File: src/rtl/neuron_event_rx_pkg.sv
// Shared definitions for the neuron event ingress path:
// event byte layout, type codes and the stored event record.
package neuron_event_rx_pkg;

  localparam int EV_VALID_BIT = 7;

  localparam logic [2:0] TYPE_SPIKE = 3'd1;
  localparam logic [2:0] TYPE_ACT   = 3'd2;
  localparam logic [2:0] TYPE_TICK  = 3'd3;
  localparam logic [2:0] TYPE_CFG   = 3'd4;

  typedef struct packed {
    logic [2:0] ev_type;
    logic [3:0] payload;
  } ev_t;

  function automatic logic ev_type_known(input logic [2:0] t);
    return (t == TYPE_SPIKE) || (t == TYPE_ACT) ||
           (t == TYPE_TICK)  || (t == TYPE_CFG);
  endfunction

  function automatic ev_t byte_to_ev(input logic [7:0] b);
    return ev_t'(b[6:0]);
  endfunction

endpackage

File: src/rtl/neuron_event_rx_if.sv
// Upstream byte stream handshake.
// Master drives bytes, slave returns ready.
interface neuron_event_rx_if;
  logic       in_valid;
  logic [7:0] in_data;
  logic       in_ready;

  modport master (
    output in_valid,
    output in_data,
    input  in_ready
  );

  modport slave (
    input  in_valid,
    input  in_data,
    output in_ready
  );
endinterface

File: src/rtl/neuron_event_rx_fifo.sv
// Synchronous event FIFO; full/empty come from
// an occupancy counter, pointers wrap naturally.
module neuron_event_rx_fifo
  import neuron_event_rx_pkg::*;
#(
  parameter int DEPTH = 4
) (
  input  logic                   clk_i,
  input  logic                   rst_i,
  input  logic                   push_i,
  input  ev_t                    push_data_i,
  input  logic                   pop_i,
  output ev_t                    head_o,
  output logic                   full_o,
  output logic                   empty_o,
  output logic [$clog2(DEPTH):0] level_o
);

  localparam int AW = $clog2(DEPTH);
  localparam int LW = AW + 1;

  ev_t           mem_q [DEPTH];
  logic [AW-1:0] wr_ptr_q, wr_ptr_d;
  logic [AW-1:0] rd_ptr_q, rd_ptr_d;
  logic [LW-1:0] level_q, level_d;
  logic          push_ok, pop_ok;

  assign full_o  = (level_q == LW'(DEPTH));
  assign empty_o = (level_q == '0);
  assign level_o = level_q;
  assign head_o  = mem_q[rd_ptr_q];

  // A full FIFO never takes a push, even alongside a pop.
  assign push_ok = push_i && !full_o;
  assign pop_ok  = pop_i && !empty_o;

  // Next pointer and occupancy values.
  always_comb begin
    wr_ptr_d = wr_ptr_q;
    rd_ptr_d = rd_ptr_q;
    level_d  = level_q;
    if (push_ok) wr_ptr_d = wr_ptr_q + 1'b1;
    if (pop_ok)  rd_ptr_d = rd_ptr_q + 1'b1;
    unique case ({push_ok, pop_ok})
      2'b10:   level_d = level_q + 1'b1;
      2'b01:   level_d = level_q - 1'b1;
      default: level_d = level_q;
    endcase
  end

  // Pointer and occupancy state.
  always_ff @(posedge clk_i) begin
    if (rst_i) begin
      wr_ptr_q <= '0;
      rd_ptr_q <= '0;
      level_q  <= '0;
    end else begin
      wr_ptr_q <= wr_ptr_d;
      rd_ptr_q <= rd_ptr_d;
      level_q  <= level_d;
    end
  end

  // Storage write; contents need no reset.
  always_ff @(posedge clk_i) begin
    if (push_ok) mem_q[wr_ptr_q] <= push_data_i;
  end

endmodule

File: src/rtl/neuron_event_rx.sv
// Neuron event ingress: classify bytes, buffer them,
// dispatch one registered event per cycle.
module neuron_event_rx
  import neuron_event_rx_pkg::*;
#(
  parameter int DEPTH  = 4,
  parameter int TICK_W = 8
) (
  input  logic                   clk,
  input  logic                   rst,
  neuron_event_rx_if.slave       in_if,
  input  logic                   core_busy,
  output logic                   active_event,
  output logic                   is_tick,
  output logic [2:0]             ev_type,
  output logic [3:0]             ev_payload,
  output logic                   cfg_valid,
  output logic [3:0]             cfg_payload,
  output logic [TICK_W-1:0]      tick_count,
  output logic [7:0]             err_count,
  output logic [$clog2(DEPTH):0] fifo_level
);

  ev_t  in_ev, head;
  logic full, empty;
  logic accept, ev_byte, known;
  logic push, err_hit, pop;
  logic head_cfg, head_tick;

  logic              act_q, act_d;
  logic              tick_q, tick_d;
  logic              cfg_q, cfg_d;
  logic [2:0]        type_q, type_d;
  logic [3:0]        pay_q, pay_d;
  logic [3:0]        cfgp_q, cfgp_d;
  logic [TICK_W-1:0] tcnt_q, tcnt_d;
  logic [7:0]        err_q, err_d;

  assign in_if.in_ready = !rst && !full;

  assign in_ev   = byte_to_ev(in_if.in_data);
  assign accept  = in_if.in_valid && in_if.in_ready;
  assign ev_byte = in_if.in_data[EV_VALID_BIT];
  assign known   = ev_type_known(in_ev.ev_type);
  assign push    = accept && ev_byte && known;
  assign err_hit = accept && ev_byte && !known;
  assign pop     = !empty && !core_busy && !rst;

  assign head_cfg  = (head.ev_type == TYPE_CFG);
  assign head_tick = (head.ev_type == TYPE_TICK);

  neuron_event_rx_fifo #(
    .DEPTH (DEPTH)
  ) u_fifo (
    .clk_i       (clk),
    .rst_i       (rst),
    .push_i      (push),
    .push_data_i (in_ev),
    .pop_i       (pop),
    .head_o      (head),
    .full_o      (full),
    .empty_o     (empty),
    .level_o     (fifo_level)
  );

  // Route the popped head into pulses, fields and counters.
  always_comb begin
    act_d  = pop && !head_cfg;
    tick_d = pop && head_tick;
    cfg_d  = pop && head_cfg;
    type_d = type_q;
    pay_d  = pay_q;
    cfgp_d = cfgp_q;
    tcnt_d = tcnt_q;
    err_d  = err_q;
    if (act_d) begin
      type_d = head.ev_type;
      pay_d  = head.payload;
    end
    if (cfg_d)  cfgp_d = head.payload;
    if (tick_d) tcnt_d = tcnt_q + 1'b1;
    if (err_hit && err_q != 8'hFF) err_d = err_q + 1'b1;
  end

  // Output and counter registers.
  always_ff @(posedge clk) begin
    if (rst) begin
      act_q  <= 1'b0;
      tick_q <= 1'b0;
      cfg_q  <= 1'b0;
      type_q <= '0;
      pay_q  <= '0;
      cfgp_q <= '0;
      tcnt_q <= '0;
      err_q  <= '0;
    end else begin
      act_q  <= act_d;
      tick_q <= tick_d;
      cfg_q  <= cfg_d;
      type_q <= type_d;
      pay_q  <= pay_d;
      cfgp_q <= cfgp_d;
      tcnt_q <= tcnt_d;
      err_q  <= err_d;
    end
  end

  assign active_event = act_q;
  assign is_tick      = tick_q;
  assign cfg_valid    = cfg_q;
  assign ev_type      = type_q;
  assign ev_payload   = pay_q;
  assign cfg_payload  = cfgp_q;
  assign tick_count   = tcnt_q;
  assign err_count    = err_q;

endmodule

File: src/flat_wrapper.sv
// flat-port wrapper written by rule: the top's interface ports become plain ports
module neuron_event_rx_flat import neuron_event_rx_pkg::*;
#(
  parameter int DEPTH  = 4,
  parameter int TICK_W = 8
)
  (clk, rst, core_busy, active_event, is_tick, ev_type, ev_payload, cfg_valid, cfg_payload, tick_count, err_count, fifo_level, in_if_in_valid, in_if_in_data, in_if_in_ready);
  neuron_event_rx_if in_if_i ();
  input  logic clk;
  input  logic rst;
  input  logic core_busy;
  output logic active_event;
  output logic is_tick;
  output logic [2:0] ev_type;
  output logic [3:0] ev_payload;
  output logic cfg_valid;
  output logic [3:0] cfg_payload;
  output logic [TICK_W-1:0] tick_count;
  output logic [7:0] err_count;
  output logic [$clog2(DEPTH):0] fifo_level;
  input wire logic [$bits(in_if_i.in_valid)-1:0] in_if_in_valid;
  input wire logic [$bits(in_if_i.in_data)-1:0] in_if_in_data;
  output wire logic [$bits(in_if_i.in_ready)-1:0] in_if_in_ready;
  assign in_if_i.in_valid = in_if_in_valid;
  assign in_if_i.in_data = in_if_in_data;
  assign in_if_in_ready = in_if_i.in_ready;
  neuron_event_rx #(.DEPTH(DEPTH), .TICK_W(TICK_W)) u_core (.clk(clk), .rst(rst), .in_if(in_if_i), .core_busy(core_busy), .active_event(active_event), .is_tick(is_tick), .ev_type(ev_type), .ev_payload(ev_payload), .cfg_valid(cfg_valid), .cfg_payload(cfg_payload), .tick_count(tick_count), .err_count(err_count), .fifo_level(fifo_level));
endmodule
File: config.mk
export PLATFORM = sky130hd
export DESIGN_NAME = neuron_event_rx_flat
export DESIGN_NICKNAME = d
export VERILOG_FILES = /design/src/rtl/neuron_event_rx_pkg.sv /design/src/rtl/neuron_event_rx_if.sv /design/src/rtl/neuron_event_rx_fifo.sv /design/src/rtl/neuron_event_rx.sv /design/src/flat_wrapper.sv
export SDC_FILE = /design/constraint.sdc
export NUM_CORES = 1
export LEC_CHECK = 0
export ABC_CLOCK_PERIOD_IN_PS = 3000
export CORE_MARGIN = 3
export CORE_UTILIZATION = 50
export CTS_CLUSTER_SIZE = 25
export DETAILED_ROUTE_END_ITERATION = 8
export GPL_TIMING_DRIVEN = 0
export PLACE_DENSITY = 0.75
export SLEW_MARGIN = 20
export SYNTH_ARGS = -nofsm -noshare
export SYNTH_HDL_FRONTEND = slang
export SYNTH_SLANG_ARGS = --single-unit
File: constraint.sdc
create_clock -name clk -period 3 [get_ports clk]
set_input_delay 0.45 -clock clk [delete_from_list [all_inputs] [get_ports clk]]
set_output_delay 0.45 -clock clk [all_outputs]
set_load 0.01 [all_outputs]
==> results.toml <==
[floorplan]
rows = 27
design.die.area_sq_um = 6760
die_h_um = 82.2
ios = 46
core_sq_um = 5570
die_w_um = 82.2
start_util_pct = 52.1

[logic_synthesis]
syn_avg_cell_area_sq_um = 11.5
ys_warn_count = 0
synth.top_cell.area_share_pct = 29.0
synth_top_family_by_area = "simple AND/OR/NAND/NOR gates"
synth-simple-area-share_pct = 17.6
synthTopCellsByArea = "edfxtp_1 29%, dfxtp_1 27%, mux4_2 3.9%"
yosys-mux-area-fraction_pct = 8.53
yosysTopAreaCell = "edfxtp_1"
synth_common_cells = "39 x dfxtp_1, 28 x edfxtp_1, 16 x nand2_1, 15 x a21oi_1, 15 x nor2_1"
synth_edf_count = 28
synth_adder_area_share_pct = 3.71
synth_most_common_cell = "dfxtp_1"
syn_inst = 252
ys_seq_area_share_pct = 55.9
synthesis.area_sq_um = 2900
synth.distinct_cells = 47
synth_flop_cell = "dfxtp_1"
synth_compound_area_share_pct = 9.91
ys_async_sr_fraction_pct = 0
syn_nets = 272
synth_xor_area_share_pct = 1.21
ys_seq_elements = 67

[placement]
placed_cell_area_sq_um = 3430
place_inst = 368
place.port_buffers = 44
dp_slack_ps = 53.0
hpwlAfterDp_um = 4080
routabilityCongestion = 0.817

[drt]
drt_pre_antenna_iters = 4
ant_nets = 0
first_iter_violations = 96
viasPerCell = 5.53
wl_per_cell_um = 14.6
drc_errors = 0
routed_wl_um = 5610
vias = 2125

[min_path]
hp-class = "reg -> reg"
hold_depth = 2
holdCritStartpoint = "u_core.cfg_payload[0]"

[timing]
timing.fmax_mhz = 376
finalHoldViolCount = 0
tightest_slew_ps = 659
worst_slack_ps = 337
post-route-period-util_pct = 88.8
slew_viol_final = 0
whs_ps = 460
finalSetupTns_ps = 0
finClkSkew_ps = 6.55
setup_viol = 0
slew-limit-headroom_pct = 55.8
rsz0062_at_grt = "no"
period_needed_ps = 2660

[layout]
post-route-cell-area_sq_um = 3630
layout-drive-gt1-share_pct = 12.8
final_cells = 384
syn_to_final_growth_pct = 25.2
n_antenna_cell = 0
postLayoutCoreUtil_pct = 65.2
final_nets = 327

[run]
drv_cap = 0

[setup_path]
worstPathMaxFanout = 10
slowest_stage = "clkdlybuf4s50_1"
startpoint = "rst"
worstPathArrival_ps = 2210
path_buf_inv = 5
r2r-start = "u_core.u_fifo.level_o[2]"
cp-end-kind = "output port"
path_depth = 6
path_cells = "clkbuf_1, inv_1, clkbuf_1, clkbuf_2, and2_1, clkdlybuf4s50_1"
critPathRequiredTime_ps = 2550
cpMostUsedCell = "clkbuf_1"
critical_path.top_delay_family = "buffers and inverters"
reg2reg_depth = 10
path_class = "in -> out"
start_kind = "primary input"
slowest_delay_ps = 530

[cts]
tritoncts = "done"
cts-root-buf = "clkbuf_8"
numClockSinks = 67
cts_inserted_buffers = 9
cts_buffer_depth = 2
cts_max_level = 3
cts_hold_buf = 0
insertion_delay_ps = 340
clkTransAtPathRegs_ps = 70

[power]
finalPower_mw = 1.85
ir_worst_vdd_mv = 0.327
power_density_nw_per_um2 = 510
leakage_nw = 1.26

[global_routing]
grt_pass1_wl_um = 9340
grt_use_total_pct = 18.5
grt_pass1_vias = 2032
grt_max_degree = 14
grt-ovfl-total = 0
antenna_found_initial = 0

[status]
outcome = "completed"
-- layout make-up --
cell class                      count  area (sq um)
Fill cell                         438          1940
Sequential cell                    67          1620
Multi-Input combinational cell    164          1190
Timing Repair Buffer               44           440
Clock buffer                        9           124
Tap cell                           72          90.1
Clock inverter                      7          76.3
Buffer                             10          51.3
Inverter                           11          41.3
-- where the power goes --
part / switching [mW] / internal (mW) / total (mW)
registers: 0.00808 / 0.959 / 0.967
clock network: 0.369 / 0.389 / 0.758
logic: 0.0689 / 0.0602 / 0.129
total: 0.446 / 1.41 / 1.85
-- repair_timing --
| action | CTS | global route |
|---|---|---|
| gates resized for setup | 0 | 1 |
| setup endpoints to repair | 0 | 1 |
| buffers inserted | 0 | 0 |
-- state kept, by name (all words and copies together), names as in the netlist, 2 cells and up, named ones only --
signal	count
u_core.u_fifo.mem_q	28
u_core.err_count	8
u_core.tick_count	8
u_core.cfg_payload	4
u_core.ev_payload	4
u_core.ev_type	3
u_core.u_fifo.level_o	3
u_core.u_fifo.rd_ptr_q	2
u_core.u_fifo.wr_ptr_q	2
-- layer usage --
layer	track usage, %	vias up	part of all wire, %
met5	0	-	0
met4	9.97	0	2.0
met3	3.36	11	4.9
met2	29.8	56	48
met1	23.6	1001	45
li1	-	1057	-
-- cells by family (layout without fill, tap and decap cells) --
| logic type | Yosys count | count (layout) |
|---|---|---|
| compound gates | 44 | 44 |
| xor+xnor | 4 | 4 |
| mux | 15 | 15 |
| flops | 67 | 67 |
| fa+ha+maj | 8 | 8 |
| buf+inv | 21 | 81 |
| simple gates | 93 | 93 |
-- worst paths after layout --
| path | endpoint | slack [ps] |
|---|---|---|
| hold / removal | u_core.cfg_payload[0] | 460 |
| setup reg to reg | u_core.u_fifo.level_o[2] | 510 |
| hold reg to reg | u_core.cfg_payload[0] | 460 |
| setup / recovery | in_if_in_ready | 340 |
-- cell usage in the layout, fill, tap and decap left out, types with 5 or more instances in the layout --
cell type and instances:
ha_1 7, o31ai_1 5, clkbuf_1 6, and3_1 6, o21ai_0 10, edfxtp_1 28, inv_1 11, mux2i_1 6
nor2_1 15, nand3_1 11, nand2_1 16, a21oi_1 15, dfxtp_1 39, clkbuf_8 9, or4_1 5, clkdlybuf4s50_1 44
nor3_1 11, or3_1 6, mux4_2 5
-- worst min-delay path: stages, from the launching register on --
cell     delay, ps
dfxtp_1        310
nand2_1         50
mux2i_1         50
Power figures use the tool's default switching activity.
